$ cat src/rtl/dmem_pkg.sv
// Shared types and constants for the data-memory responder.
// Holds the FSM state encoding, default geometry and READ_LAT legality bounds.
package dmem_pkg;

    localparam int DMEM_DATA_W   = 16;
    localparam int DMEM_ADDR_W   = 8;

    localparam int READ_LAT_MIN  = 1;
    localparam int READ_LAT_MAX  = 15;
    localparam int LAT_CNT_W     = 4;

    localparam int STATS_W       = 16;

    typedef enum logic [1:0] {
        IDLE    = 2'd0,
        RD_WAIT = 2'd1,
        WR_WAIT = 2'd2,
        ACK     = 2'd3
    } dmem_state_t;

    // Out-of-range latencies are pulled back into the legal window so the
    // wait counter can never be loaded with a value it cannot represent.
    function automatic int clamp_read_lat(input int lat);
        if (lat < READ_LAT_MIN) begin
            return READ_LAT_MIN;
        end
        if (lat > READ_LAT_MAX) begin
            return READ_LAT_MAX;
        end
        return lat;
    endfunction

endpackage : dmem_pkg

$ cat src/rtl/dmem_array.sv
// Single-port synchronous word array with write enable and a registered read port.
// The read register resets to zero; the storage itself is never reset.
module dmem_array
    import dmem_pkg::*;
#(
    parameter int DATA_W = DMEM_DATA_W,
    parameter int ADDR_W = DMEM_ADDR_W
) (
    input  logic              clk,
    input  logic              reset,
    input  logic              i_we,
    input  logic              i_re,
    input  logic [ADDR_W-1:0] i_addr,
    input  logic [DATA_W-1:0] i_wdata,
    output logic [DATA_W-1:0] o_rdata
);

    localparam int DEPTH = 1 << ADDR_W;

    logic [DATA_W-1:0] r_mem [DEPTH];
    logic [DATA_W-1:0] r_rdata;

    // NOTE: the storage has no reset branch so it maps onto block RAM; a reset
    // loop over every word would force it into flops.
    always_ff @(posedge clk) begin
        if (i_we && !reset) begin
            r_mem[i_addr] <= i_wdata;
        end
    end

    // NOTE: sequential state is always assigned with <= so every flop samples
    // the pre-edge values regardless of statement order.
    always_ff @(posedge clk) begin
        if (reset) begin
            r_rdata <= '0;
        end else if (i_re) begin
            r_rdata <= r_mem[i_addr];
        end
    end

    assign o_rdata = r_rdata;

endmodule : dmem_array

$ cat src/rtl/dmem_responder.sv
// Data-memory responder: serves one read or write at a time with a one-cycle D_ack.
// Optional DMEM_STATS_EN adds saturating rd_count/wr_count completion counters.
module dmem_responder
    import dmem_pkg::*;
#(
    parameter int DATA_W   = DMEM_DATA_W,
    parameter int ADDR_W   = DMEM_ADDR_W,
    parameter int READ_LAT = 2
) (
    input  logic              clk,
    input  logic              reset,
    input  logic [ADDR_W-1:0] D_addr,
    input  logic              D_rd,
    input  logic              D_wr,
    input  logic [DATA_W-1:0] W_data,
    output logic [DATA_W-1:0] R_data,
    output logic              D_ack,
    output logic              busy,
`ifdef DMEM_STATS_EN
    output logic [STATS_W-1:0] rd_count,
    output logic [STATS_W-1:0] wr_count,
`endif
    output logic              req_err
);

    localparam int                 LAT_EFF  = clamp_read_lat(READ_LAT);
    localparam logic [LAT_CNT_W-1:0] LAT_LOAD = LAT_CNT_W'(LAT_EFF - 1);

    dmem_state_t          r_state;
    dmem_state_t          w_next_state;
    logic [LAT_CNT_W-1:0] r_cnt;
    logic [LAT_CNT_W-1:0] w_cnt_next;
    logic [ADDR_W-1:0]    r_addr;
    logic [DATA_W-1:0]    r_wdata;
    logic                 r_is_rd;
    logic                 r_req_err;

    logic                 w_accept_rd;
    logic                 w_accept_wr;
    logic                 w_conflict;
    logic                 w_mem_we;
    logic                 w_mem_re;
    logic [DATA_W-1:0]    w_rdata;

    always_ff @(posedge clk) begin
        if (reset) begin
            r_state   <= IDLE;
            r_cnt     <= '0;
            r_req_err <= 1'b0;
        end else begin
            r_state <= w_next_state;
            r_cnt   <= w_cnt_next;
            if (w_conflict) begin
                r_req_err <= 1'b1;
            end
        end
    end

    // Request capture is pure datapath: only meaningful after an acceptance,
    // so it needs no reset.
    always_ff @(posedge clk) begin
        if (w_accept_rd || w_accept_wr) begin
            r_addr  <= D_addr;
            r_is_rd <= w_accept_rd;
        end
        if (w_accept_wr) begin
            r_wdata <= W_data;
        end
    end

    // NOTE: every output of this block gets a default before the case, so no
    // path can leave a signal unassigned and infer a latch.
    always_comb begin
        w_next_state = r_state;
        w_cnt_next   = r_cnt;
        w_accept_rd  = 1'b0;
        w_accept_wr  = 1'b0;
        w_conflict   = 1'b0;
        w_mem_we     = 1'b0;
        w_mem_re     = 1'b0;

        case (r_state)
            IDLE: begin
                if (D_rd && D_wr) begin
                    w_conflict = 1'b1;
                end else if (D_rd) begin
                    w_accept_rd  = 1'b1;
                    w_cnt_next   = LAT_LOAD;
                    w_next_state = RD_WAIT;
                end else if (D_wr) begin
                    w_accept_wr  = 1'b1;
                    w_next_state = WR_WAIT;
                end
            end
            RD_WAIT: begin
                if (r_cnt == '0) begin
                    w_mem_re     = 1'b1;
                    w_next_state = ACK;
                end else begin
                    w_cnt_next = r_cnt - 1'b1;
                end
            end
            WR_WAIT: begin
                w_mem_we     = 1'b1;
                w_next_state = ACK;
            end
            ACK: begin
                w_next_state = IDLE;
            end
            default: begin
                w_next_state = IDLE;
            end
        endcase
    end

    dmem_array #(
        .DATA_W (DATA_W),
        .ADDR_W (ADDR_W)
    ) u_array (
        .clk     (clk),
        .reset   (reset),
        .i_we    (w_mem_we),
        .i_re    (w_mem_re),
        .i_addr  (r_addr),
        .i_wdata (r_wdata),
        .o_rdata (w_rdata)
    );

`ifdef DMEM_STATS_EN
    logic [STATS_W-1:0] r_rd_count;
    logic [STATS_W-1:0] r_wr_count;

    // Counters bump on the edge that closes the ACK cycle and stick at all-ones.
    always_ff @(posedge clk) begin
        if (reset) begin
            r_rd_count <= '0;
            r_wr_count <= '0;
        end else if (r_state == ACK) begin
            if (r_is_rd && (r_rd_count != '1)) begin
                r_rd_count <= r_rd_count + 1'b1;
            end
            if (!r_is_rd && (r_wr_count != '1)) begin
                r_wr_count <= r_wr_count + 1'b1;
            end
        end
    end

    assign rd_count = r_rd_count;
    assign wr_count = r_wr_count;
`endif

    assign R_data  = w_rdata;
    assign D_ack   = (r_state == ACK);
    assign busy    = (r_state != IDLE);
    assign req_err = r_req_err;

endmodule : dmem_responder

$ cat config.mk
export PLATFORM = sky130hd
export DESIGN_NAME = dmem_responder
export DESIGN_NICKNAME = d
export VERILOG_FILES = /design/src/rtl/dmem_pkg.sv /design/src/rtl/dmem_array.sv /design/src/rtl/dmem_responder.sv
export SDC_FILE = /design/constraint.sdc
export NUM_CORES = 2
export LEC_CHECK = 0
export CORE_UTILIZATION = 45
export DETAILED_ROUTE_END_ITERATION = 8
export GPL_TIMING_DRIVEN = 1
export PLACE_DENSITY_LB_ADDON = 0.15
export SLEW_MARGIN = 20
export SYNTH_ARGS = -nofsm -noshare
export SYNTH_HDL_FRONTEND = slang
export SYNTH_SLANG_ARGS = --single-unit
$ cat constraint.sdc
create_clock -name clk -period 3.75 [get_ports clk]
set_input_delay 0.5625 -clock clk [delete_from_list [all_inputs] [get_ports clk]]
set_output_delay 0.5625 -clock clk [all_outputs]
set_load 0.05 [all_outputs]
[Yosys cells after proc, flatten, opt, wreduce, memory -nomap -nowiden]
Memory sizes are Yosys's and may differ from the RTL's. A register that Yosys moved wholly into a read port is not among the register bits.
Cells that the tools add are included.
Storage, ports and cells
  bits in registers: 31
  bits in latches: 0
  RAM bits: 4096
  bits in read-only memories: 0
  bits of input ports: 28
  output and inout bits: 19
  word-level logic and storage cells: 48
  memories: 1
Memory list
  u_array.r_mem: depth 256, width 16, rd ports 1, clocked after memory_dff 1, wr ports 1, line dmem_array.sv:20  | logic [DATA_W-1:0] r_mem [DEPTH];
Operators by class
  add/subtract/negate cells: 1
  multiply operators: 0
  divide/modulo/power cells: 0
  $lt $le $gt $ge: 0
  equal/unequal tests: 8
  shift-type cells: 0
  multiplexer cells: 23
  bitwise gates (word level): 0
  reductions and logical operators: 10
Operator list (count)
  $mux W1: 14
  $mux W4: 3
  $mux W2: 4
  $ne A2 B2 Y1 const B: 4
  $pmux W2 S4: 1
  $pmux W4 S2: 1
  $eq A2 B2 Y1 const B: 2
  $logic_not A4 Y1: 1
  $reduce_and A4 Y1: 1
  $reduce_bool A2 Y1: 2
  $sub A4 B1 Y4 const B: 1
  $ne A3 B3 Y1 const B: 1
  $reduce_and A3 Y1: 1
  $eq A2 B1 Y1 const B: 1
  $logic_and A1 B1 Y1: 2
  $logic_not A2 Y1: 1
  $logic_not A1 Y1: 1
  $logic_or A1 B1 Y1: 1

[Longest topological paths before layout]
  word-level depth: 5
  gate-level depth with buffers: 13
  depth with buffers taken out: 9

[Hierarchy]
From an unflattened synthesis, not the netlist that was laid out.
Second synthesis, totals
  cells, all modules: 7291
  area total of the unflattened synthesis: 159691.9 um^2
Modules (own cells, without submodules)
  dmem_array: times used 1, cells an instance 7209, area an instance 158474.5 um^2, seq. area each 123318.3 um^2
  dmem_responder: times used 1, cells an instance 82, area an instance 1217.4 um^2, seq. area each 860.8 um^2

[Least setup slack after synthesis]
OpenSTA, ideal clock, no wires.
  path kind: reg-to-reg
  start: register r_wdata[0]
  end: memory u_array.r_mem[0][0] (netlist name), data pin
  setup time: 0.817 ns
  arrival time: 3.228 ns
  required time: 2.933 ns
  setup slack: -0.296 ns
  cell stages (with the launch flop): 1
  buffers on the path: 0
  clock period less this slack: 4.046 ns
  path through: edfxtp_1
RTL lines
  from (decl): line dmem_responder.sv:34  | logic [DATA_W-1:0] r_wdata;
  from (signal assigned): line dmem_responder.sv:67  | r_wdata <= W_data;
  to (decl): line dmem_array.sv:20
No word-level cell before the write port.

==> impl_metrics.csv <==
group,metric,value,unit
run_status,status,"complete, but fails checks",
run_status,violations,"setup timing",
global_route,overflow,0,
detailed_routing,vias,80800,
critical_path,cp-end-kind,"flip-flop",
synth,synth_area,0.160,mm²
critical_path,critPathRequiredTime,4670,ps
synth,synth_warnings,0,
detailed_routing,drc,0,
synth,yosysUniqueCellTypes,80,
synth,ys.flop_type,"edfxtp_1",
finish,syn_to_final_growth,16.5,%
power_and_ir_drop,cellPowerDensity,625,mW/mm²
clocking,htree_levels,5,
detailed_routing,route.antenna.remaining_nets,0,
floorplanning,die_w,598,µm
placed_design,gp_congestion,0.897,
floorplanning,die_area,0.358,mm²
detailed_routing,drtIter0Drc,10400,
global_route,grt_pass1_wl,641000,µm
synth,syn_area_per_cell,21.9,µm²
power_and_ir_drop,p_leak,59.4,nW
global_route,grtUsageTotal,25.6,%
sta,post-route-min-period,3770,ps
hold_path,hold_path.class,"in2reg",
power_and_ir_drop,power.total,117,mW
synth,synth_edf_count,4120,
clocking,numCtsBuffers,430,
finish,drive_above_1_share,30.5,%
synth,synth-seq-area-share,77.6,%
floorplanning,fp-row-count,218,
clocking,path_clk_slew,60,ps
global_route,grt_max_degree,185,
sta,maxSlewHeadroom,3.09,%
finish,nets,8194,
sta,finClkSkew,54.6,ps
sta,setup_viol,2,
synth,synthTopCellsByArea,"edfxtp_1 77%, mux4_2 13%, mux2i_1 2.3%, nor2_1 0.78%, nand2_1 0.57%",
synth,synth_cells,7298,
global_route,grt_pass1_vias,80900,
sta,max_slew.worst_pin.slew,1450,ps
sta,grt_setup_unrepaired,"false",
sta,hold_viol,0,
floorplanning,start_util,45.3,%
critical_path,critPathKind,"reg2reg",
clocking,postCtsSetupBuffers,0,
clocking,cts-root-buf,"clkbuf_16",
clocking,cts_sinks,4143,
detailed_routing,drt_pass1_iterations,6,
synth,syn_nets,7332,
detailed_routing,wirelength,460000,µm
floorplanning,die_h,598,µm
sta,max_freq,265,MHz
floorplanning,core,0.353,mm²
sta,worst_hold_slack,121,ps
synth,synth_area_leader_cell,"edfxtp_1",
sta,fin_crit_sh,101,%
finish,utilization,52.7,%
critical_path,critPathMaxFanout,33,
synth,ys_seq_elements,4143,
clocking,clk_latency,990,ps
synth,yosysTopAreaCellShare,77.3,%
detailed_routing,wl_per_cell,34.7,µm
sta,fin_ws,-24.4,ps
clocking,cts_tree,"yes",
detailed_routing,avgViaCountPerCell,6.10,
critical_path,startpoint_type,"flip-flop",
clocking,clockBufferDepth,4,
critical_path,worstPathArrival,4700,ps
power_and_ir_drop,ir_worst_vdd,488,µV
synth,async_reset_ff_share,0,%
run,max-cap-violations,0,
clocking,cts_hold_buf,0,
floorplanning,io_pins,47,
global_route,antenna_found_initial,19,
placed_design,port-buffer-count,46,
placed_design,dp_hpwl,289000,µm
sta,slew_violations,0,
[layout make-up]
| cell class | instances | area, µm² |
|---|---|---|
| timing repair buffer | 862 | 8720 |
| multi-input combinational | 2711 | 33700 |
| clock inverter | 261 | 2440 |
| tap | 4730 | 5920 |
| clock buffer | 526 | 11300 |
| inverter | 12 | 62.6 |
| antenna | 8 | 20.0 |
| fill | 27300 | 167000 |
| sequential | 4143 | 124000 |
[repair_timing]
action                     CTS  global route
resized for setup            6             6
setup endpoints to repair    6             4
pin swaps                    0             0
[cells in the final DEF (no fill, tap or decap), drive strengths merged, types with 76 or more instances in the layout]
master / synthesis / layout
nor2: 331 / 331
clkinv: 0 / 193
edfxtp: 4120 / 4120
o22ai: 135 / 135
mux2i: 375 / 375
clkbuf: 128 / 526
buf: 303 / 816
o21ai: 76 / 76
mux4: 941 / 941
nand2: 241 / 241
[stage by stage]
stage / cells / instance area, µm² / setup TNS, ps / setup WS, ps
5_1_grt: 13200 / 186000 / 0 / 14.8
6_report: 13300 / 186000 / -40.4 / -24.4
4_1_cts: 13200 / 186000 / 0 / 7.66
3_5_place_dp: 12500 / 173000 / -334 / -233
2_1_floorplan: 7298 / 160000 / -1211290 / -296
3_3_place_gp: 12500 / 172000 / -2030 / -882
[worst max-delay path, cell delays in order (launching register included)]
cell and delay (ps):
edfxtp_1 460, buf_12 250, buf_12 270, buf_12 320
mux4_2 300, nand2_1 70, a32oi_1 400, nand2_1 220
o211ai_1 1040, a32o_1 320
[cell usage after synthesis (20+ instances only)]
library cell	instances
edfxtp_1	4120
mux4_2	918
mux2i_1	375
nor2_1	331
nand2_1	241
o22ai_1	135
buf_2	125
clkbuf_1	125
buf_4	94
o21ai_0	76
nor3_1	69
buf_6	65
a22oi_1	59
mux2_2	57
a21oi_1	50
nand3_1	46
a32oi_1	39
a221oi_1	27
dfxtp_1	23
mux4_1	23
a211oi_1	22
a31oi_1	21
o32ai_1	20
[layer usage]
metal  vias up  GRT usage [%]  share of wire, %
met5         -              0                 0
met4         0           7.65               3.4
met3       592           4.80               8.6
met2      3751           40.0                47
met1     43900           36.8                41
li1      32600              -                 -
[registers in the layout, indices dropped and copies added, names as in the netlist]
signal and cells:
u_array.r_mem 4096, r_wdata 16, u_array.o_rdata 16, r_addr 8, r_cnt 4, r_state 2, req_err 1
[worst paths after layout]
kind	from	depth (start not counted)	end	slack (ps)
worst min-delay path	W_data[13]	1	r_wdata[13]	120
worst min register to register	req_err	2	req_err	510
worst max register to register	r_addr[1]	9	u_array.o_rdata[7]	-20
worst max-delay path	r_addr[1]	9	u_array.o_rdata[7]	-20
[kinds of logic (layout without fill, tap and decap cells)]
family / count (synthesis) / count (layout) / synth area share, %
adder cells (fa/ha/maj): 6 / 6 / 0.0469
other: 0 / 8 / 0
XOR/XNOR: 3 / 3 / 0.0164
AND/OR/NAND/NOR: 774 / 774 / 2.09
AO/OA/AOI/OAI: 555 / 555 / 2.45
flip-flops: 4143 / 4143 / 77.6
buffers and inverters: 444 / 1661 / 1.72
multiplexers: 1373 / 1373 / 16.1
[report_power, final]
group	internal (mW)	switching [mW]
combinational	8.26	13.9
clock	23.9	17.9
sequential	52.1	0.374
(Power assumes the default switching activity.)
